## src/rtl/oem_bisu_feeder_if.sv

```systemverilog
// Feeder bundle: upstream key handshake plus the sorter-facing lane data and control strobes.
interface oem_bisu_feeder_if #(
    parameter int unsigned W = 6
);
    logic         s_valid;
    logic [W-1:0] s_data;
    logic         s_ready;
    logic         inv;
    logic [W-1:0] di1;
    logic [W-1:0] di2;
    logic [W-1:0] di3;
    logic [W-1:0] di4;
    logic         en_out;
    logic         inv_out;
    logic         vin;
    logic [7:0]   rst_seq;
    logic         busy;

    modport master (
        output s_valid, s_data, inv,
        input  s_ready, di1, di2, di3, di4, en_out, inv_out, vin, rst_seq, busy
    );

    modport slave (
        input  s_valid, s_data, inv,
        output s_ready, di1, di2, di3, di4, en_out, inv_out, vin, rst_seq, busy
    );
endinterface

```

## src/rtl/oem_bisu_feeder.sv

```systemverilog
// Packs 16 serial keys into four 4-lane beats and plays each frame with the sorter control
// sequence. Define OEM_FEEDER_PINGPONG_EN for two frame buffers (fill overlaps playback).
module oem_bisu_feeder #(
    parameter int unsigned W = 6,
    parameter int unsigned P = 4
) (
    input logic              clk,
    input logic              rst_n,
    oem_bisu_feeder_if.slave bus
);
    localparam int unsigned Keys = 4 * P;
`ifdef OEM_FEEDER_PINGPONG_EN
    localparam int unsigned NumBuf = 2;
`else
    localparam int unsigned NumBuf = 1;
`endif
    localparam int unsigned AddrW = $clog2(NumBuf * Keys);

    typedef enum logic [1:0] {StIdle, StFill, StPlay} state_e;

    state_e            state_q, state_d;
    logic [3:0]        step_q, step_d;
    logic [3:0]        cnt_q, cnt_d;
    logic [NumBuf-1:0] full_q, full_d;
    logic [NumBuf-1:0] finv_q, finv_d;
    logic              wr_sel_q, rd_sel_q, rd_sel_d;
    logic              accept, last_key, pending;
    logic [W-1:0]      mem_q [NumBuf*Keys];
    logic [AddrW-1:0]  wr_addr;
    logic [AddrW-1:0]  rd_addr [4];
    logic [3:0]        key_idx [4];

    logic [W-1:0]      di_q [4];
    logic [W-1:0]      di_d [4];
    logic [7:0]        rst_seq_q, rst_seq_d;
    logic              vin_q, vin_d, en_q, en_d, inv_out_q, inv_out_d, busy_q, busy_d;

    assign bus.s_ready = !full_q[wr_sel_q];
    assign accept      = bus.s_valid && bus.s_ready;
    assign last_key    = accept && (cnt_q == 4'd15);

`ifdef OEM_FEEDER_PINGPONG_EN
    // The other buffer holds a complete frame, or completes one this cycle.
    assign pending = full_q[~rd_sel_q] || (last_key && (wr_sel_q != rd_sel_q));
    assign wr_addr = {wr_sel_q, cnt_q};

    always_comb begin
        rd_sel_d = rd_sel_q;
        if (state_q == StFill && last_key) begin
            rd_sel_d = wr_sel_q;
        end else if (state_q == StPlay && step_q == 4'd8 && pending) begin
            rd_sel_d = ~rd_sel_q;
        end
    end

    always_ff @(posedge clk or negedge rst_n) begin
        if (!rst_n) begin
            wr_sel_q <= 1'b0;
            rd_sel_q <= 1'b0;
        end else begin
            wr_sel_q <= wr_sel_q ^ last_key;
            rd_sel_q <= rd_sel_d;
        end
    end
`else
    assign pending  = 1'b0;
    assign wr_addr  = cnt_q;
    assign wr_sel_q = 1'b0;
    assign rd_sel_q = 1'b0;
    assign rd_sel_d = 1'b0;
`endif

    always_comb begin
        for (int l = 0; l < 4; l++) begin
            key_idx[l] = 4'((32'(step_d) - 32'd1) * P + 32'(l));
`ifdef OEM_FEEDER_PINGPONG_EN
            rd_addr[l] = {rd_sel_d, key_idx[l]};
`else
            rd_addr[l] = key_idx[l];
`endif
        end
    end

    always_comb begin
        state_d = state_q;
        step_d  = step_q;
        cnt_d   = accept ? cnt_q + 4'd1 : cnt_q;
        full_d  = full_q;
        finv_d  = finv_q;
        if (accept && cnt_q == 4'd0) finv_d[wr_sel_q] = bus.inv;
        if (state_q == StPlay && step_q == 4'd8) full_d[rd_sel_q] = 1'b0;
        if (last_key) full_d[wr_sel_q] = 1'b1;
        unique case (state_q)
            StIdle: if (accept) state_d = StFill;
            StFill: begin
                if (last_key) begin
                    state_d = StPlay;
                    step_d  = 4'd0;
                end
            end
            StPlay: begin
                if (step_q != 4'd8) step_d = step_q + 4'd1;
                else if (pending) step_d = 4'd0;
                else if (cnt_d != 4'd0) state_d = StFill;
                else state_d = StIdle;
            end
            default: state_d = StIdle;
        endcase
    end

    // Outputs are decoded from the next state so they register alongside it.
    always_comb begin
        rst_seq_d = '0;
        vin_d     = 1'b0;
        en_d      = 1'b0;
        busy_d    = 1'b0;
        inv_out_d = inv_out_q;
        for (int l = 0; l < 4; l++) di_d[l] = '0;
        if (state_d == StPlay) begin
            en_d      = 1'b1;
            busy_d    = 1'b1;
            inv_out_d = finv_q[rd_sel_d];
            vin_d     = (step_d == 4'd8);
            if (step_d <= 4'd7) rst_seq_d = 8'd1 << step_d;
            for (int l = 0; l < 4; l++) begin
                if (step_d >= 4'd1 && step_d <= 4'd4) di_d[l] = mem_q[rd_addr[l]];
                else if (step_d >= 4'd7) di_d[l] = '1;
            end
        end
    end

    always_ff @(posedge clk) begin
        if (accept) mem_q[wr_addr] <= bus.s_data;
    end

    always_ff @(posedge clk or negedge rst_n) begin
        if (!rst_n) begin
            state_q   <= StIdle;
            step_q    <= 4'd0;
            cnt_q     <= 4'd0;
            full_q    <= '0;
            finv_q    <= '0;
            rst_seq_q <= '0;
            vin_q     <= 1'b0;
            en_q      <= 1'b0;
            inv_out_q <= 1'b0;
            busy_q    <= 1'b0;
            for (int l = 0; l < 4; l++) di_q[l] <= '0;
        end else begin
            state_q   <= state_d;
            step_q    <= step_d;
            cnt_q     <= cnt_d;
            full_q    <= full_d;
            finv_q    <= finv_d;
            rst_seq_q <= rst_seq_d;
            vin_q     <= vin_d;
            en_q      <= en_d;
            inv_out_q <= inv_out_d;
            busy_q    <= busy_d;
            for (int l = 0; l < 4; l++) di_q[l] <= di_d[l];
        end
    end

    assign bus.di1     = di_q[0];
    assign bus.di2     = di_q[1];
    assign bus.di3     = di_q[2];
    assign bus.di4     = di_q[3];
    assign bus.rst_seq = rst_seq_q;
    assign bus.vin     = vin_q;
    assign bus.en_out  = en_q;
    assign bus.inv_out = inv_out_q;
    assign bus.busy    = busy_q;
endmodule

```

## src/flat_wrapper.sv

```systemverilog
// flat-port wrapper written by rule: the top's interface ports become plain ports
module oem_bisu_feeder_flat 
#(
    parameter int unsigned W = 6,
    parameter int unsigned P = 4
)
  (clk, rst_n, bus_s_valid, bus_s_data, bus_inv, bus_s_ready, bus_di1, bus_di2, bus_di3, bus_di4, bus_en_out, bus_inv_out, bus_vin, bus_rst_seq, bus_busy);
  oem_bisu_feeder_if #(.W(W)) bus_i ();
  input logic clk;
  input logic rst_n;
  input wire logic [$bits(bus_i.s_valid)-1:0] bus_s_valid;
  input wire logic [$bits(bus_i.s_data)-1:0] bus_s_data;
  input wire logic [$bits(bus_i.inv)-1:0] bus_inv;
  output wire logic [$bits(bus_i.s_ready)-1:0] bus_s_ready;
  output wire logic [$bits(bus_i.di1)-1:0] bus_di1;
  output wire logic [$bits(bus_i.di2)-1:0] bus_di2;
  output wire logic [$bits(bus_i.di3)-1:0] bus_di3;
  output wire logic [$bits(bus_i.di4)-1:0] bus_di4;
  output wire logic [$bits(bus_i.en_out)-1:0] bus_en_out;
  output wire logic [$bits(bus_i.inv_out)-1:0] bus_inv_out;
  output wire logic [$bits(bus_i.vin)-1:0] bus_vin;
  output wire logic [$bits(bus_i.rst_seq)-1:0] bus_rst_seq;
  output wire logic [$bits(bus_i.busy)-1:0] bus_busy;
  assign bus_i.s_valid = bus_s_valid;
  assign bus_i.s_data = bus_s_data;
  assign bus_i.inv = bus_inv;
  assign bus_s_ready = bus_i.s_ready;
  assign bus_di1 = bus_i.di1;
  assign bus_di2 = bus_i.di2;
  assign bus_di3 = bus_i.di3;
  assign bus_di4 = bus_i.di4;
  assign bus_en_out = bus_i.en_out;
  assign bus_inv_out = bus_i.inv_out;
  assign bus_vin = bus_i.vin;
  assign bus_rst_seq = bus_i.rst_seq;
  assign bus_busy = bus_i.busy;
  oem_bisu_feeder #(.W(W), .P(P)) u_core (.clk(clk), .rst_n(rst_n), .bus(bus_i));
endmodule
```

## config.mk

```make
export PLATFORM = sky130hd
export DESIGN_NAME = oem_bisu_feeder_flat
export DESIGN_NICKNAME = d
export VERILOG_FILES = /design/src/rtl/oem_bisu_feeder_if.sv /design/src/rtl/oem_bisu_feeder.sv /design/src/flat_wrapper.sv
export SDC_FILE = /design/constraint.sdc
export NUM_CORES = 1
export LEC_CHECK = 0
export BUFFER_PORTS_ARGS = -buffer_cell sky130_fd_sc_hd__buf_2
export CORE_UTILIZATION = 64
export DETAILED_ROUTE_END_ITERATION = 7
export GPL_TIMING_DRIVEN = 0
export PLACE_DENSITY = 0.81
export SLEW_MARGIN = 10
export SYNTH_ARGS = -nofsm -noshare
export SYNTH_HDL_FRONTEND = slang
export SYNTH_SLANG_ARGS = --single-unit
```

## constraint.sdc

```tcl
create_clock -name clk -period 8.7 [get_ports clk]
set_clock_uncertainty 0.2 [all_clocks]
set_input_delay 0.435 -clock clk [delete_from_list [all_inputs] [get_ports clk]]
set_output_delay 0.435 -clock clk [all_outputs]
set_load 0.02 [all_outputs]
```

==> results.md <==
- Outcome: finished clean
- GPL Wtd Cong: ~0.79
- GR Overflow Total: 0
- # port buffers: 46
- Sequential share of power: ~47%
- Worst-Skew Late Latency: ~520 ps
- Number of I/O pins: 47
- DIE AREA: around 9900 µm²
- Vias: between 3000 and 4000
- Core Area: 9196 µm²
- Yosys top cell by area: edfxtp_1
- Yosys top cell area share: 47.56%
- Routed WL per cell: 19.67 µm
- VDD IR max: 126.1 µV
- FF-to-FF path depth: 13
- First-pass GRT wire length: 17.73 mm
- RSZ-0062 raised after global routing: false
- Max Cap Viol: 0
- Vert. Die Dim: 99.32 µm
- Clk slew on worst S/H paths: ~60 ps
- CTS buffer count: 17
- Initial antenna violation count: 0
- Synth area leaders: edfxtp_1, dfrtp_1, mux2i_1
- Vias in the first global route: between 3000 and 4000
- Post-Synthesis Cell Area: 6061 µm²
- WHS: 120.7 ps
- # clock sinks: 143
- Synth Area per Inst: 15.95 µm²
- Dpl ws: roughly 4300 ps
- Critical Path Sink Type: register
- Post-detail-place hpwl: 7.019 mm
- CTS max path bufs: 2
- Crit path max-delay family: buffers and inverters
- Gr usage total: between 20% and 30%
- Period utilization: 51.81%
- Gate power share: 15.4%
- Critical-path cell list: inv_1, ha_1, nor2b_1, a21oi_4, a221oi_4, buf_4, inv_1, ha_1, clkbuf_1, clkbuf_1, mux2i_1, mux2_2, a211oi_1
- Final Util: between 70 and 80%
- Critical Path Start Type: register
- 1st-iter DRT viols: 210
- Post-route minimum period: 4507 ps
- Wire length after detailed routing: 11.23 mm
- # H-tree levels: 4
- Synth Register Bits: 143
- DRC viols: 0
- Slowest stage cell, crit path: clkbuf_1
- Post-route ant nets: 0
- Clock share of power: 37.6%
- Rel. slew slack: between 20 and 30%
- Cells after synthesis: 380
- Hold Path Depth: 1
- Int Pwr: 1.257 mW
- Largest stage delay, worst path: 650 ps
- Layout area overhead: 15.28%
- Layout cells sized above 1: 31.96%
- Unique masters post-synth: 47
- Final setup margin: 4193 ps
- Async SR Flop Fraction: 32.87%
- Final nets: 472
- Number of synthesized flops with an enable pin: 96
- Buffers & Inverters on Critical Path: 5
- First-pass DRT Iterations: 5
- Top_reg_cell synth: edfxtp_1
- Synth warnings: 0
- Crit path arrival time: 4690 ps
- Final Power: 1.714 mW
- Largest net degree at the start of global routing: 48
- Max Clk Rate: 0.2219 GHz
- Number of diodes: 0
- Initial core utilization: 65.90%
- CP max FO: 12
- Post_cts resized: 0
- Setup TNS Final: 0 ps
- Syn nets: 405
- Fill cell count: 540
- Final hold vios: 0
- Critical path depth: 13
- Drt via density: just under 6
- CTS tree: built
- Sw power: around 0.46 mW
- Final setup viols: 0
- CP required: 8880 ps
- Num rows: 35
- Worst Hold Class: in2reg
- Die X: a little under 100 µm
- Sw frac: 26.66%
- Worst slew pin tran: 1056 ps
- Crit path kind: reg2reg
- P per Cell Area: 245.4 nW/µm²
- Slew Limit Fails: 0
- Leakage power: 3.099 nW
- Seq/Total Area, Yosys: 66.97%
- Root Buffer: clkbuf_8
-- flip-flops by register name, indices dropped and copies added (netlist names) --
| signal | flops |
|---|---|
| u_core.bus.en_out | 1 |
| u_core.state_q | 2 |
| u_core.cnt_q | 4 |
| u_core.bus.inv_out | 1 |
| u_core.bus.di2 | 6 |
| u_core.bus.di1 | 6 |
| u_core.mem_q | 96 |
| u_core.bus.di4 | 6 |
| u_core.full_q | 1 |
| u_core.step_q | 4 |
| u_core.finv_q | 1 |
| u_core.bus.di3 | 6 |
| u_core.bus.vin | 1 |
| u_core.bus.rst_seq | 8 |
-- per-stage QoR --
stage | cells | instance area (µm²)
after floorplan | 380 | 6061
after global placement | 537 | 6430
after detailed placement | 537 | 6430
after CTS | 571 | 6987
after global routing | 571 | 6987
final | 571 | 6987
-- power groups by stage --
stage | registers (mW) | clock network (mW) | logic (mW)
CTS | 0.805 | 0.651 | 0.265
finish | 0.806 | 0.645 | 0.264
detailed placement | 0.818 | 0 | 0.258
floorplan | 0.814 | 0 | 0.188
global placement | 0.814 | 0 | 0.252
global route | 0.810 | 0.676 | 0.290
-- path summary, 6_finish.rpt --
check                                   startpoint                     to  slack, ps
worst max-delay path             u_core.state_q[0]      u_core.bus.di4[1]       4190
worst min-delay path                 bus_s_data[5]     u_core.mem_q[0][5]        120
worst max register to register   u_core.state_q[0]      u_core.bus.di4[1]       4190
worst min register to register  u_core.bus.inv_out     u_core.bus.inv_out        300
max in group asynchronous                    rst_n      u_core.bus.di4[3]       7190
min in group asynchronous                    rst_n  u_core.bus.rst_seq[7]        450
-- synthesized netlist by cell type, drive strengths merged (2+ instances only) --
library cell,count
edfxtp,96
mux2i,48
dfrtp,47
mux2,27
a211oi,24
nor2,21
buf,18
ha,15
inv,14
nand2,10
nand3,10
nor3,6
a21oi,5
clkbuf,3
nand2b,3
o21ai,3
a211o,2
a21o,2
a221oi,2
and3,2
nand3b,2
nor2b,2
xnor2,2
-- layout by cell type (no fill, tap or decap), types with 4 or more instances in the layout --
cell type	n
nand2_1	10
clkbuf_1	7
a211oi_2	20
ha_1	15
a211oi_1	4
dfrtp_1	47
buf_2	56
mux2_2	26
nor3_1	6
nand3_1	9
mux2i_1	48
clkbuf_16	17
nor2_1	21
buf_4	5
edfxtp_1	96
inv_1	14
-- metal layers --
| metal | part of all wire [%] | vias up | track usage, % |
|---|---|---|---|
| met2 | 51 | 100 | 41.67 |
| met4 | 2.2 | 0 | 11.43 |
| li1 | - | 1563 | - |
| met5 | 0 | - | 0 |
| met3 | 4.6 | 27 | 5.622 |
| met1 | 42 | 1680 | 31.08 |
-- logic make-up after synthesis --
family	share of synthesized area [%]
XOR/XNOR	0.2891
flip-flops	66.97
adder cells (fa/ha/maj)	3.097
AND/OR/NAND/NOR	5.677
multiplexers	12.94
buffers and inverters	3.055
AO/OA/AOI/OAI	7.969
-- layout make-up --
cell class | instances | area [µm²] | share of cell area [%]
Sequential cell | 143 | 4059 | 58.09
Multi-Input combinational cell | 202 | 1817 | 26.00
Clock buffer | 24 | 481.7 | 6.895
Timing Repair Buffer | 48 | 250.2 | 3.582
Tap cell | 111 | 138.9 | 1.988
Buffer | 21 | 132.6 | 1.898
Clock inverter | 8 | 55.05 | 0.7880
Inverter | 14 | 52.55 | 0.7521
-- repair_timing --
| action | 4_1_cts | 5_1_grt |
|---|---|---|
| endpoints found under the hold margin | 48 | 0 |
| buffers inserted | 0 | 0 |
| setup endpoints to repair | 0 | 0 |
| hold buffers | 2 | 0 |
Power figures use the tool's default switching activity.
